==> src/rtl/serial_adder.sv <==
// Bit-serial unsigned adder: captures a, b and cin on an accepted start, adds one bit
// per clock LSB first, and publishes {cout, sum} after WIDTH cycles with a one-cycle done pulse.
module serial_adder #(
  parameter int WIDTH = 8
) (
  input  logic             clk,
  input  logic             rst,
  input  logic             start,
  input  logic [WIDTH-1:0] a,
  input  logic [WIDTH-1:0] b,
  input  logic             cin,
  output logic             busy,
  output logic             done,
  output logic [WIDTH-1:0] sum,
  output logic             cout
);

  localparam int CW = $clog2(WIDTH + 1);

  typedef enum logic [1:0] {
    IDLE,
    RUN,
    DONE
  } state_t;

  state_t           state, state_nxt;
  logic [WIDTH-1:0] a_sr, b_sr, res_sr;
  logic             carry;
  logic [CW-1:0]    cnt;
  logic             accept;
  logic             last_bit;
  logic             sum_bit;
  logic             carry_nxt;

  assign sum_bit   = a_sr[0] ^ b_sr[0] ^ carry;
  assign carry_nxt = (a_sr[0] & b_sr[0]) | (a_sr[0] & carry) | (b_sr[0] & carry);
  assign last_bit  = (cnt == CW'(WIDTH - 1));

  // NOTE: sequential state uses non-blocking assignments so every register samples
  // pre-edge values; blocking here would create ordering-dependent simulation.
  always_ff @(posedge clk) begin
    if (rst) state <= IDLE;
    else     state <= state_nxt;
  end

  // NOTE: every output of this block gets a default first, so no path leaves a
  // variable unassigned and no latch is inferred.
  always_comb begin
    state_nxt = state;
    accept    = 1'b0;
    unique case (state)
      IDLE: begin
        if (start) begin
          accept    = 1'b1;
          state_nxt = RUN;
        end
      end
      RUN: begin
        if (last_bit) state_nxt = DONE;
      end
      DONE: begin
        accept    = start;
        state_nxt = start ? RUN : IDLE;
      end
      default: state_nxt = IDLE;
    endcase
  end

  assign busy = (state == RUN);
  assign done = (state == DONE);

  // Operand/result shifters; start seen in RUN never reaches accept, so it is ignored.
  always_ff @(posedge clk) begin
    if (rst) begin
      a_sr   <= '0;
      b_sr   <= '0;
      res_sr <= '0;
      carry  <= 1'b0;
      cnt    <= '0;
      sum    <= '0;
      cout   <= 1'b0;
    end else if (accept) begin
      a_sr  <= a;
      b_sr  <= b;
      carry <= cin;
      cnt   <= '0;
    end else if (state == RUN) begin
      a_sr   <= a_sr >> 1;
      b_sr   <= b_sr >> 1;
      carry  <= carry_nxt;
      res_sr <= {sum_bit, res_sr[WIDTH-1:1]};
      cnt    <= cnt + CW'(1);
      if (last_bit) begin
        sum  <= {sum_bit, res_sr[WIDTH-1:1]};
        cout <= carry_nxt;
      end
    end
  end

endmodule

==> config.mk <==
export PLATFORM = sky130hd
export DESIGN_NAME = serial_adder
export DESIGN_NICKNAME = d
export VERILOG_FILES = /design/src/rtl/serial_adder.sv
export SDC_FILE = /design/constraint.sdc
export NUM_CORES = 1
export LEC_CHECK = 0
export ABC_AREA = 1
export CORE_MARGIN = 3
export CORE_UTILIZATION = 47
export DETAILED_ROUTE_END_ITERATION = 10
export PLACE_DENSITY = 0.75
export SLEW_MARGIN = 20
export SYNTH_ARGS = -nofsm -noshare
export SYNTH_HDL_FRONTEND = slang
export SYNTH_SLANG_ARGS = --single-unit
==> constraint.sdc <==
create_clock -name clk -period 1.1 [get_ports clk]
set_clock_uncertainty 0.1 [all_clocks]
set_input_delay 0.33 -clock clk [delete_from_list [all_inputs] [get_ports clk]]
set_output_delay 0.33 -clock clk [all_outputs]
set_load 0.01 [all_outputs]
==> results.txt <==
synth top area cells -> dfxtp_1 (44%), nand3_1 (9.0%), nand2_1 (8.9%)
DR pass1 iterations -> 4
Hold Path Depth -> 2
Final Max Slew Viols -> 0
Critical R2R Capture -> sum[0]
CP max stage delay -> 0.40 ns
initial antenna violation count -> 0
Row Count -> 21
CP Class -> reg -> reg
Final WS setup -> -0.272 ns
first-pass GRT wire length -> 6690 µm
Synth Warn # -> 0
Worst Tran Pin Value -> 0.255 ns
routability-driven placement congestion ratio -> 0.779
DR WL/cell -> 13.6 µm
proportion of layout cells with a drive suffix above 1 -> 0.425
Setup-failing EPs final -> 50
Seq/Total Area, Yosys -> 0.439
CTS HTree Levels -> 2
Initial Util -> 0.508
DIE WIDTH -> 67.5 µm
port buffer count -> 30
final instance area -> 2860 µm²
Mapped Cells -> 249
Critical Path AT -> 1.47 ns
die area -> 4550 µm²
CTS tree -> done
vias in the first global route -> 1531
total number of vias -> 1805
Min-Delay Endpoint -> sum[4]
FF-to-FF Start -> state[0]
Layout Cells excl Fill -> 361
hold path startpoint -> sum[4]
most frequent cells after synthesis -> nand2_1 (42), nor2_1 (42), dfxtp_1 (39)
Leak Pwr -> 1.21 nW
asr flop ratio synth -> 0
Distinct cells, synth -> 20
startpoint types -> flop
Fmax -> 729 MHz
status -> complete, but fails checks
final wirelength -> 4910 µm
Placed Area -> 2310 µm²
worst-path cell chain -> buf_6 -> buf_6 -> nand2_8 -> nor2_4 -> buf_12 -> nand2_2 -> nand2_1 -> nor2_1
Top FF cell, synth -> dfxtp_1
max_cap viols -> 0
reg-to-reg slack, setup -> -0.27 ns
Tot GR Track Use -> 0.194
syn nets -> 271
Worst setup EP type -> flop
final core utilization -> 0.819
slowest CP cell -> dfxtp_4
Core ar. -> 3490 µm²
area leader, netlist -> dfxtp_1
total clock buffers created by CTS -> 5
ANT cells -> 0
final hold vios -> 0
Area Overhead vs Synth -> 61.1%
P per Cell Area -> 1170 nW/µm²
dpl hpwl -> 2500 µm
Yosys top cell area share -> 0.439
Die H -> 67.5 µm
Clock Sinks -> 39
Clock Tree Buf Depth -> 2
Worst slew margin -> 0.830
total gr overflow -> 0
VDD IR-drop max -> 0.802 mV
FF-to-FF path depth -> 8
CTS clk-pin slew, worst paths -> 0.08 ns
number of synthesized flops with an enable pin -> 0
FF+latch count, synth -> 39
vias per inst -> 5.00
DRT iter0 DRCs -> 113
Hold Path Class -> reg -> reg
DP Cell Count -> 338
Most common cell on crit path -> buf_6
DRC viols -> 0
failing checks -> setup timing
Register Area -> 802 µm²
Post-Syn Area per Cell -> 7.14 µm²
Final ANT Viol Nets -> 0
fin crit period -> 1.37 ns
# IOs -> 31
Mapped Area -> 1780 µm²
Worst Path Max Fanout -> 8
fin crit share -> 1.25
RSZ-0062 raised after global routing -> yes
worst skew pair latency -> 0.30 ns
largest net degree at the start of global routing -> 33
Filler Cells Inserted -> 204
CTS Hold Bufs -> 0
NumNets Final -> 336
CP required -> 1.20 ns
multi-input combinational cell area -> 1040 µm²
CTS root buffer -> clkbuf_8
through the flow:
| stage | setup WS (ns) | hold WS (ns) | setup TNS (ns) | total power (W) |
|---|---|---|---|---|
| 4_1_cts | -0.262 | 0.356 | -7.51 | 0.00316 |
| 2_1_floorplan | -0.0678 | 0.330 | -0.600 | 0.00190 |
| 3_5_place_dp | -0.505 | 0.343 | -18.28 | 0.00208 |
| 6_report | -0.272 | 0.376 | -8.97 | 0.00336 |
| 3_3_place_gp | -0.485 | 0.342 | -17.08 | 0.00207 |
| 5_1_grt | -0.316 | 0.383 | -11.37 | 0.00349 |
registers in the layout, summed over array words and instances (netlist names):
register / cells
cout: 1
carry: 1
state: 2
sum: 8
b_sr: 8
res_sr: 7
a_sr: 8
cnt: 4
logic make-up after synthesis:
group           Yosys count  share of synthesized area
compound gates           39                      0.112
fa+ha+maj                 2                     0.0183
buf+inv                  47                      0.127
flops                    39                      0.439
simple gates            122                      0.303
power by group:
part / internal, W / total [W] / switching, W / leakage (nW)
registers: 0.00150 / 0.00158 / 0.0000816 / 0.327
logic: 0.000396 / 0.000787 / 0.000391 / 0.846
clock network: 0.000442 / 0.000993 / 0.000551 / 0.0402
total: 0.00234 / 0.00336 / 0.00102 / 1.21
repair_timing:
action                                  in CTS  in global routing
pin swaps                                    7                 18
endpoints found under the setup margin      50                 50
setup buffers                                6                  8
gates cloned                                 2                  0
resized for setup                          107                 54
worst max-delay path by stage:
stage / start / endpoint / slack, ns / cells after the start
final: state[0] / sum[0] / -0.27 / 8
after global routing: state[0] / a_sr[6] / -0.32 / 8
after CTS: state[1] / done / -0.26 / 3
after detailed placement: start / cnt[0] / -0.51 / 6
after global placement: start / a_sr[0] / -0.48 / 7
after floorplan: a_sr[0] / res_sr[7] / -0.07 / 3
cells in the final DEF, fill, tap and decap left out, types with 5 or more instances in the layout:
cell type / synthesis / layout
o21ai_2: 0 / 15
nand2_1: 42 / 37
nor2_1: 42 / 36
buf_6: 5 / 22
clkdlybuf4s50_1: 0 / 17
nand3_2: 0 / 14
dfxtp_1: 39 / 24
a21oi_1: 19 / 16
nand3_1: 32 / 15
inv_1: 32 / 31
dfxtp_2: 0 / 14
nor2_4: 3 / 5
buf_4: 2 / 20
clkbuf_8: 0 / 5
buf_12: 0 / 5
nand2_2: 1 / 5
routing by layer:
metal  global-route usage  part of all wire  up-vias  wire length, µm
met3               0.0399             0.045       10              220
met1                0.249              0.41      836             2030
met2                0.323              0.52       45             2570
met5                    0                 0        -                0
li1                     -                 -      914                -
met4               0.0608             0.018        0               87
critical path: cells and delay by family (launching register included):
| kind | cells | cell delay (ns) |
|---|---|---|
| flip-flops | 1 | 0.40 |
| AND/OR/NAND/NOR | 5 | 0.40 |
| buffers and inverters | 3 | 0.37 |
final cells by class:
class	count	area share
Clock buffer	5	0.0240
Tap cell	46	0.0201
Multi-Input combinational cell	163	0.363
Timing Repair Buffer	71	0.259
Sequential cell	39	0.280
Clock inverter	3	0.00700
Inverter	34	0.0463
Note: power is estimated with default switching activity, not from simulation.
